[src/rtl/mac_seq_ctrl_pkg.sv]
// Shared types and constants for the MAC operand sequencer and its
// integration with the 16x16 MAC ALU.
package mac_seq_ctrl_pkg;

  localparam int MAC_DW = 16;
  localparam int MAC_AW = 39;

  typedef enum logic [2:0] {
    IDLE,
    CLEAR,
    RUN,
    DRAIN,
    DONE
  } seq_state_t;

endpackage

[src/rtl/mac_seq_ctrl_if.sv]
// Operand stream and result port of the MAC sequencer, grouped as one bundle.
// The master side feeds operand pairs and consumes the final accumulator value.
interface mac_seq_ctrl_if
  import mac_seq_ctrl_pkg::*;
#(
  parameter int DW = MAC_DW,
  parameter int AW = MAC_AW
) ();

  logic          in_valid;
  logic          in_ready;
  logic [DW-1:0] in_x;
  logic [DW-1:0] in_b;
  logic          res_valid;
  logic          res_ready;
  logic [AW-1:0] res_data;

  modport master (
    output in_valid,
    output in_x,
    output in_b,
    output res_ready,
    input  in_ready,
    input  res_valid,
    input  res_data
  );

  modport slave (
    input  in_valid,
    input  in_x,
    input  in_b,
    input  res_ready,
    output in_ready,
    output res_valid,
    output res_data
  );

endinterface

[src/rtl/mac_seq_ctrl.sv]
// Operand sequencer for the MAC ALU: clears the accumulator, streams a
// programmable number of (x, b) pairs into it, then holds the result.
module mac_seq_ctrl
  import mac_seq_ctrl_pkg::*;
#(
  parameter int DW    = MAC_DW,
  parameter int AW    = MAC_AW,
  parameter int LEN_W = 10
) (
  input  logic             clk,
  input  logic             rst_n,
  input  logic             start,
  input  logic [LEN_W-1:0] len,
  output logic             busy,
  mac_seq_ctrl_if.slave    bus,
  output logic [DW-1:0]    alu_x,
  output logic [DW-1:0]    alu_b,
  output logic             alu_valid,
  output logic             alu_clr,
  input  logic [AW-1:0]    acc_in
);

  seq_state_t       state_q, state_d;
  logic [LEN_W-1:0] len_q, len_d;
  logic [LEN_W-1:0] cnt_q, cnt_d;
  logic [DW-1:0]    alu_x_q, alu_x_d;
  logic [DW-1:0]    alu_b_q, alu_b_d;
  logic             alu_valid_q, alu_valid_d;
  logic             in_ready_w;
  logic             hs;

  always_ff @(posedge clk) begin
    if (!rst_n) begin
      state_q     <= IDLE;
      len_q       <= '0;
      cnt_q       <= '0;
      alu_x_q     <= '0;
      alu_b_q     <= '0;
      alu_valid_q <= 1'b0;
    end else begin
      state_q     <= state_d;
      len_q       <= len_d;
      cnt_q       <= cnt_d;
      alu_x_q     <= alu_x_d;
      alu_b_q     <= alu_b_d;
      alu_valid_q <= alu_valid_d;
    end
  end

  always_comb begin
    state_d     = state_q;
    len_d       = len_q;
    cnt_d       = cnt_q;
    alu_x_d     = alu_x_q;
    alu_b_d     = alu_b_q;
    alu_valid_d = 1'b0;
    in_ready_w  = (state_q == RUN);
    hs          = bus.in_valid && in_ready_w;

    unique case (state_q)
      IDLE: begin
        if (start) begin
          len_d   = len;
          cnt_d   = '0;
          state_d = CLEAR;
        end
      end
      CLEAR: begin
        state_d = (len_q == '0) ? DRAIN : RUN;
      end
      RUN: begin
        if (hs) begin
          alu_x_d     = bus.in_x;
          alu_b_d     = bus.in_b;
          alu_valid_d = 1'b1;
          cnt_d       = cnt_q + 1'b1;
          if (cnt_q == len_q - 1'b1) begin
            state_d = DRAIN;
          end
        end
      end
      // The last pair is still on alu_valid here and lands in the ALU at this edge.
      DRAIN: begin
        state_d = DONE;
      end
      DONE: begin
        if (bus.res_ready) begin
          state_d = IDLE;
        end
      end
      default: begin
        state_d = IDLE;
      end
    endcase
  end

  // Clear follows rst_n combinationally so the ALU empties on the same reset edge.
  assign alu_clr       = !rst_n || (state_q == CLEAR);
  assign busy          = (state_q != IDLE);
  assign bus.in_ready  = in_ready_w;
  assign bus.res_valid = (state_q == DONE);
  assign bus.res_data  = (state_q == DONE) ? acc_in : '0;
  assign alu_x         = alu_x_q;
  assign alu_b         = alu_b_q;
  assign alu_valid     = alu_valid_q;

endmodule

[src/flat_wrapper.sv]
// flat-port wrapper written by rule: the top's interface ports become plain ports
module mac_seq_ctrl_flat import mac_seq_ctrl_pkg::*;
#(
  parameter int DW    = MAC_DW,
  parameter int AW    = MAC_AW,
  parameter int LEN_W = 10
)
  (clk, rst_n, start, len, busy, alu_x, alu_b, alu_valid, alu_clr, acc_in, bus_in_valid, bus_in_x, bus_in_b, bus_res_ready, bus_in_ready, bus_res_valid, bus_res_data);
  mac_seq_ctrl_if #(.DW(DW), .AW(AW)) bus_i ();
  input  logic clk;
  input  logic rst_n;
  input  logic start;
  input  logic [LEN_W-1:0] len;
  output logic busy;
  output logic [DW-1:0] alu_x;
  output logic [DW-1:0] alu_b;
  output logic alu_valid;
  output logic alu_clr;
  input  logic [AW-1:0] acc_in;
  input wire logic [$bits(bus_i.in_valid)-1:0] bus_in_valid;
  input wire logic [$bits(bus_i.in_x)-1:0] bus_in_x;
  input wire logic [$bits(bus_i.in_b)-1:0] bus_in_b;
  input wire logic [$bits(bus_i.res_ready)-1:0] bus_res_ready;
  output wire logic [$bits(bus_i.in_ready)-1:0] bus_in_ready;
  output wire logic [$bits(bus_i.res_valid)-1:0] bus_res_valid;
  output wire logic [$bits(bus_i.res_data)-1:0] bus_res_data;
  assign bus_i.in_valid = bus_in_valid;
  assign bus_i.in_x = bus_in_x;
  assign bus_i.in_b = bus_in_b;
  assign bus_i.res_ready = bus_res_ready;
  assign bus_in_ready = bus_i.in_ready;
  assign bus_res_valid = bus_i.res_valid;
  assign bus_res_data = bus_i.res_data;
  mac_seq_ctrl #(.DW(DW), .AW(AW), .LEN_W(LEN_W)) u_core (.clk(clk), .rst_n(rst_n), .start(start), .len(len), .busy(busy), .bus(bus_i), .alu_x(alu_x), .alu_b(alu_b), .alu_valid(alu_valid), .alu_clr(alu_clr), .acc_in(acc_in));
endmodule
[config.mk]
export PLATFORM = sky130hd
export DESIGN_NAME = mac_seq_ctrl_flat
export DESIGN_NICKNAME = d
export VERILOG_FILES = /design/src/rtl/mac_seq_ctrl_pkg.sv /design/src/rtl/mac_seq_ctrl_if.sv /design/src/rtl/mac_seq_ctrl.sv /design/src/flat_wrapper.sv
export SDC_FILE = /design/constraint.sdc
export NUM_CORES = 1
export LEC_CHECK = 0
export ABC_AREA = 1
export ABC_CLOCK_PERIOD_IN_PS = 4400
export CORE_MARGIN = 2
export CORE_UTILIZATION = 60
export DETAILED_ROUTE_END_ITERATION = 6
export DONT_BUFFER_PORTS = 1
export PLACE_DENSITY = 0.76
export SYNTH_ARGS = -nofsm -noshare
export SYNTH_HDL_FRONTEND = slang
export SYNTH_SLANG_ARGS = --single-unit
[constraint.sdc]
create_clock -name clk -period 4.4 [get_ports clk]
set_input_delay 0.66 -clock clk [delete_from_list [all_inputs] [get_ports clk]]
set_output_delay 0.66 -clock clk [all_outputs]
set_load 0.02 [all_outputs]
==> parameters.txt, run 1 <==
Parameter                              Value

Run
  Max Cap Viol ... 0

Finish
  Commonest non-fill, non-tap cell in the layout ... sky130_fd_sc_hd__nor2_1
  Number of diodes ... 0
  Final net count ... 519
  Leading cell types in the layout, fill and taps excluded ... sky130_fd_sc_hd__nor2_1 (126), sky130_fd_sc_hd__inv_1 (73), sky130_fd_sc_hd__nand2_1 (56), sky130_fd_sc_hd__dfxtp_1 (56), sky130_fd_sc_hd__o21ai_0 (45)
  Area overhead of the layout relative to synthesis ... 3.01%
  Proportion of layout cells with a drive suffix above 1 ... 4.41%

GRT
  GRT Total Usage ... 24.7%
  Initial antenna violation count ... 0
  Vias in the first global route ... 2247
  Largest net degree at the start of global routing ... 46
  Sum of overflow across all layers after global routing ... 0
  First-pass GRT wire length ... 10200 µm

Pwr
  Relative contribution of combinational cells to total power ... 34.2%
  Switch Pwr ... 685 µW
  Switching part of the total power ... 43.7%
  Worst IR Drop VDD ... 0.329 mV
  Cell-internal power ... 881 µW
  Clock network fraction of design power ... 17.8%
  Sequential Power Share ... 48.0%
  Power per Cell Area ... 537 nW/µm²
  Standby leakage power ... 0.00145 µW

Worst hold path
  Type of the tightest min-delay check ... input pin to flip-flop
  Hold_sp ... rst_n
  Hold Path Depth ... 2
  Worst Hold Path EP ... u_core.alu_x[12]$_SDFFE_PN0P_

Synth
  Synthesized area ... 2830 µm²
  Fraction of the yosys area taken by sequential cells ... 39.6%
  Net count after synthesis ... 529
  Gate Count Post-Synth ... 441
  Count of unique library cells instantiated by Yosys ... 26
  Yosys warning count ... 0
  Synthesis-stage register bit count ... between 50 and 60
  Mean cell area of the mapped netlist ... between 6 and 7 µm²

Worst setup path
  Worst reg2reg startpoint ... u_core.state_q[2]$_SDFFE_PN0P_
  WP data required ... 3.74 ns
  Critical R2R Capture ... u_core.state_q[0]$_SDFFE_PN0P_
  Minimum setup slack among reg-to-reg paths ... 2.06 ns
  Cell count of the worst reg-to-reg path ... 7
  Type of the worst setup path ... flip-flop to output port
  Worst Setup Start Kind ... flip-flop
  Endpoint arrival time on the critical path ... 2.52 ns
  Worst setup EP type ... output port
  Worst-path fanout max ... 40

Place
  Placer's final routability congestion estimate ... 0.888
  Count of input and output buffers ... 0
  Detailed placement HPWL ... ~5000 µm
  Setup WS pre-CTS ... 1.54 ns

Timing
  Sum of negative setup slack ... 0 ns
  Setup slack of the critical path after layout ... between 1 and 1.5 ns
  Setup violation total in the final timing report ... 0
  Hold Vio Cnt, Final ... 0
  Slew of the pin with the lowest slew margin ... 0.987 ns
  Unrepaired setup endpoints after global routing ... false
  Highest attainable clock frequency ... 0.314 GHz
  Final slew viol count ... 0
  Max Clock Skew ... between 0.009 and 0.01 ns
  Rel. slew slack ... 34.1%
  Period utilization ... slightly above 70%
  Final critical path time including I/O delays and setup ... 3.18 ns

Die
  Die Wd ... 72.7 µm
  Placeable Area ... 4440 µm²
  Initial Utilization ... 63.7%
  Rows ... 24
  I/O Pins ... 162
  Die H ... 72.7 µm
  Die Outline Area ... approximately 5300 µm²

Clocking
  Number of sinks on the clock net ... 56
  Hold-fix buffer count after cts ... 0
  # Post-CTS Setup Buffers ... 0
  Clk root buf ... sky130_fd_sc_hd__clkbuf_8
  CTS H-Tree Depth ... 2
  Num CTS Buffers ... 5
  Clock latency of the later-clocked register in the worst-skew pair ... 0.31 ns
  Clock slew at the register clock pins of the worst setup and hold paths ... 0.10 ns
  Post-CTS sizing ... 0
  Deepest clock path buffer count ... 2
  Clock tree from TritonCTS ... built

Drt
  DRT Pass-1 Iters ... 4
  Number of remaining DRC errors ... 0
  Number of violations reported at the end of detailed-routing iteration 0 ... 152
  Wire length per cell ... about 14 µm
  Total length of routed wires ... 6630 µm
  Number of nets with antenna violations after routing ... 0
  Total via count in the routed design ... ~2.6k
  Vias per cell ... 5.32

Status
  Run status ... completed
-- sequential cells by signal, summed over array words and instances, names as in the netlist --
register          count
u_core.alu_b         16
u_core.alu_valid      1
u_core.alu_x         16
u_core.cnt_q         10
u_core.len_q         10
u_core.state_q        3
-- metal layers --
layer,vias up,share of wire [%],track usage (%),wire length (µm)
li1,1316,-,-,-
met5,-,0,0,0
met2,121,48,41.9,3180
met3,8,9.4,7.73,626
met1,1124,41,29.9,2710
met4,0,1.6,8.02,108
-- through the flow --
step,area (µm²),instances,power (µW),utilization [%],hold WS (ns)
2_1_floorplan,2830,441,1200,-,0.448
3_3_place_gp,2830,476,1280,63.7,0.462
3_5_place_dp,2830,476,1300,63.7,0.464
6_report,2920,483,1570,65.6,0.475
4_1_cts,2920,483,1570,65.6,0.467
5_1_grt,2920,483,1690,65.6,0.454
-- kinds of logic (layout without fill, tap and decap cells) --
group | Yosys count | in the layout | synth area share (%)
flip-flops | 56 | 56 | 39.6
AO/OA/AOI/OAI | 70 | 70 | 12.7
AND/OR/NAND/NOR | 215 | 215 | 32.5
adder cells (fa/ha/maj) | 2 | 2 | 0.884
buffers and inverters | 92 | 82 | 12.4
XOR/XNOR | 6 | 6 | 1.86
-- area by class of cell --
class	count	area, µm²
fill	418	1530
multi-input combinational	293	1360
sequential	56	1120
inverter	75	287
clock buffer	5	68.8
tap	52	65.1
clock inverter	2	16.3
-- synth_stat cells (all sizes together) --
master / count / area share (%)
nand3: 15 / 2.8
ha: 2 / 0.88
a21oi: 21 / 3.7
o22ai: 1 / 0.22
xnor2: 1 / 0.31
a211oi: 2 / 0.53
nand2: 60 / 9.2
inv: 75 / 10
dfxtp: 56 / 40
nand4: 2 / 0.44
clkbuf: 14 / 1.9
o311ai: 1 / 0.31
nor3: 7 / 1.2
o21ai: 45 / 8.0
nor2: 131 / 19
xor2: 5 / 1.5
buf: 3 / 0.44
-- power groups by stage --
stage	Sequential [µW]	Clock, µW	Combinational [µW]
floorplan	741	0	455
global placement	760	0	520
detailed placement	762	0	533
CTS	752	286	535
global route	764	304	625
finish	751	279	535
-- worst max path at each step --
stage | from | endpoint | slack (ns) | cells after the start
floorplan | u_core.state_q[2]$_SDFFE_PN0P_ | bus_res_data[24] | 1.94 | 6
global placement | u_core.state_q[2]$_SDFFE_PN0P_ | bus_res_data[7] | 1.59 | 4
detailed placement | u_core.state_q[2]$_SDFFE_PN0P_ | bus_res_data[7] | 1.54 | 4
CTS | u_core.state_q[2]$_SDFFE_PN0P_ | bus_res_data[7] | 1.20 | 4
global route | u_core.state_q[2]$_SDFFE_PN0P_ | bus_res_data[8] | 0.94 | 4
finish | u_core.state_q[2]$_SDFFE_PN0P_ | bus_res_data[26] | 1.22 | 4
-- worst max-delay path, stage by stage (launching register included) --
cell	delay (ns)
sky130_fd_sc_hd__dfxtp_1	0.38
sky130_fd_sc_hd__inv_1	0.08
sky130_fd_sc_hd__nor3_1	0.58
sky130_fd_sc_hd__inv_1	0.65
sky130_fd_sc_hd__nor2_1	0.52
Power figures use the tool's default switching activity.
==> run 2: changes to the inputs <==
ABC_CLOCK_PERIOD_IN_PS = 3250   (was 4400)
clock period = 3.25 ns   (was 4.4 ns; I/O delays follow)
==> run 2 against run 1 <==
Net effect:
- power is 37% higher
- via count increased by 6.6%
- die area stayed put
- first-iteration DRC count fell by 21%
- combinational power is 40% higher
- utilization grew 4.7 points
- clock skew decreased by 0.0028 ns
- setup slack lost 0.44 ns
- largest power group unchanged
- wire length rose by 2.2%
- global-route usage up 0.45 points
- register-to-register slack worse by 0.80 ns
- cell count up 5.8%
- largest cell class unchanged
==> parameters.txt, run 2 (synthesis results as in run 1) <==
Parameter                              Value

Worst hold path
  Hold Path Depth ... 2 (unchanged)
  Worst Hold Path EP ... u_core.alu_x[12]$_SDFFE_PN0P_
  Hold_sp ... rst_n
  Type of the tightest min-delay check ... input pin to flip-flop

Worst setup path
  Type of the worst setup path ... flip-flop to output port
  Cells traversed along the worst timing path ... nor3_1 > buf_4 > inv_1 > nor2_1 > buf_4
  Minimum setup slack among reg-to-reg paths ... 1.26 ns (-0.80 ns)
  Critical R2R Capture ... u_core.state_q[0]$_SDFFE_PN0P_
  Worst reg2reg startpoint ... u_core.state_q[0]$_SDFFE_PN0P_
  Cell count of the worst reg-to-reg path ... 7 (unchanged)
  Endpoint arrival time on the critical path ... 1.99 ns (-0.53 ns)
  Worst Setup Start Kind ... flip-flop
  Worst-path fanout max ... 40 (unchanged)
  Worst stage delay on the critical path ... 0.72 ns (+0.07 ns)
  Most frequent CP cell ... sky130_fd_sc_hd__buf_4
  Slowest CP cell ... sky130_fd_sc_hd__inv_1
  WP data required ... 2.76 ns (-0.98 ns)
  Worst setup EP type ... output port

Die
  Die Outline Area ... 5280 µm² (unchanged)
  Placeable Area ... 4440 µm² (unchanged)
  Rows ... 24 (unchanged)
  Initial Utilization ... 63.7% (unchanged)
  Die Wd ... 72.7 µm (unchanged)
  I/O Pins ... 162 (unchanged)
  Die H ... 72.7 µm (unchanged)

Timing
  Sum of negative setup slack ... 0 ns (unchanged)
  Rel. slew slack ... 33.9% (-0.19 points)
  Setup slack of the critical path after layout ... 0.775 ns (-0.441 ns)
  Hold Vio Cnt, Final ... 0 (unchanged)
  Setup violation total in the final timing report ... 0 (unchanged)
  Final critical path time including I/O delays and setup ... 2.48 ns
  Final slew viol count ... 0 (unchanged)
  Period utilization ... 76.2%
  Slew of the pin with the lowest slew margin ... 0.990 ns (+0.00283 ns)
  Unrepaired setup endpoints after global routing ... false
  Max Clock Skew ... 0.00641 ns (-0.00275 ns)
  Highest attainable clock frequency ... 0.404 GHz

Pwr
  Total power draw ... 2150 µW (+37%)
  Worst IR Drop VDD ... 0.541 mV (+64%)
  Power per Cell Area ... 687 nW/µm² (+28%)
  Standby leakage power ... 0.00160 µW (+11%)

GRT
  First-pass GRT wire length ... 10600 µm (+3.6%)
  Sum of overflow across all layers after global routing ... 0 (unchanged)
  Vias in the first global route ... 2463 (+9.6%)
  Initial antenna violation count ... 0 (unchanged)
  GRT Total Usage ... 25.2% (+0.45 points)
  Largest net degree at the start of global routing ... 46 (unchanged)

Place
  Placer's final routability congestion estimate ... 0.886 (-0.26%)
  Count of input and output buffers ... 0 (unchanged)
  Detailed placement HPWL ... 5220 µm (+4.8%)
  Setup WS pre-CTS ... 1.11 ns (-0.426 ns)

Drt
  Wire length per cell ... 13.2 µm (-3.4%)
  Total via count in the routed design ... 2738 (+6.6%)
  Number of nets with antenna violations after routing ... 0 (unchanged)
  Vias per cell ... 5.36 (+0.74%)
  Number of remaining DRC errors ... 0 (unchanged)
  Total length of routed wires ... 6770 µm (+2.2%)
  DRT Pass-1 Iters ... 4 (unchanged)
  Number of violations reported at the end of detailed-routing iteration 0 ... 120 (-21%)

Clocking
  Num CTS Buffers ... 5 (unchanged)
  Clock tree from TritonCTS ... built
  Clk root buf ... sky130_fd_sc_hd__clkbuf_8
  Number of sinks on the clock net ... 56 (unchanged)
  Clock latency of the later-clocked register in the worst-skew pair ... 0.31 ns (about the same)
  # Post-CTS Setup Buffers ... 0 (unchanged)
  CTS H-Tree Depth ... 2 (unchanged)
  Post-CTS sizing ... 0 (unchanged)
  Clock slew at the register clock pins of the worst setup and hold paths ... 0.10 ns (about the same)
  Deepest clock path buffer count ... 2 (unchanged)
  Hold-fix buffer count after cts ... 0 (unchanged)

Finish
  Area overhead of the layout relative to synthesis ... 10.4%
  Number of diodes ... 0 (unchanged)
  Proportion of layout cells with a drive suffix above 1 ... 10.2% (+5.8 points)
  Final core occ ... 70.3% (+4.7 points)
  Final net count ... 546 (+5.2%)
  Leading cell types in the layout, fill and taps excluded ... sky130_fd_sc_hd__nor2_1 (126), sky130_fd_sc_hd__inv_1 (73), sky130_fd_sc_hd__nand2_1 (56), sky130_fd_sc_hd__dfxtp_1 (56), sky130_fd_sc_hd__o21ai_0 (45)
  Commonest non-fill, non-tap cell in the layout ... sky130_fd_sc_hd__nor2_1

Status
  Run status ... completed

Run
  Max Cap Viol ... 0 (unchanged)
[run 2: cell types whose count changed in the layout (fill, tap and decap cells not counted), sizes merged]
cell,before,now
clkinv,0,2
clkinvlp,1,0
buf,0,27
[run 2: worst max path at each step]
stage                                  end  depth (start not counted)                           start
after floorplan           bus_res_data[24]                          6  u_core.state_q[2]$_SDFFE_PN0P_
after global placement    bus_res_data[19]                          5  u_core.state_q[2]$_SDFFE_PN0P_
after detailed placement  bus_res_data[14]                          5  u_core.state_q[2]$_SDFFE_PN0P_
after CTS                 bus_res_data[14]                          4  u_core.state_q[0]$_SDFFE_PN0P_
after global routing      bus_res_data[22]                          5  u_core.state_q[2]$_SDFFE_PN0P_
final                     bus_res_data[25]                          5  u_core.state_q[0]$_SDFFE_PN0P_
[run 2: through the flow]
step / cell area [µm²] / instances / hold slack [ns]
final: 3120 / 511 / 0.303
after floorplan: 2830 / 441 / 0.448
after detailed placement: 3030 / 503 / 0.465
after global placement: 3030 / 503 / 0.461
after global routing: 3120 / 511 / 0.293
after CTS: 3120 / 511 / 0.296
[run 2: worst max-delay path: cells and delay by family (launching register included)]
family	cells	cell delay, ns
simple gates	2	0.17
buf+inv	3	1.08
flops	1	0.42
[run 2: report_power, final]
part / internal (µW) / total (µW) / switching, µW
Sequential: 822 / 1010 / 192
Clock: 155 / 384 / 229
Combinational: 235 / 749 / 513
[run 2: layer usage]
metal,global-route usage (%),wire [µm]
met5,0,0
met4,7.20,111
met2,44.8,3340
met3,6.91,589
met1,29.6,2730
[run 2: final cells by class]
class                   instances  area, µm²
multi-input cells             293       1360
fillers                       398       1320
flip-flops and latches         56       1120
inverters                      75        287
repair buffers                 27        203
clock buffers                   5       68.8
well taps                      52       65.1
clock inverters                 3       22.5
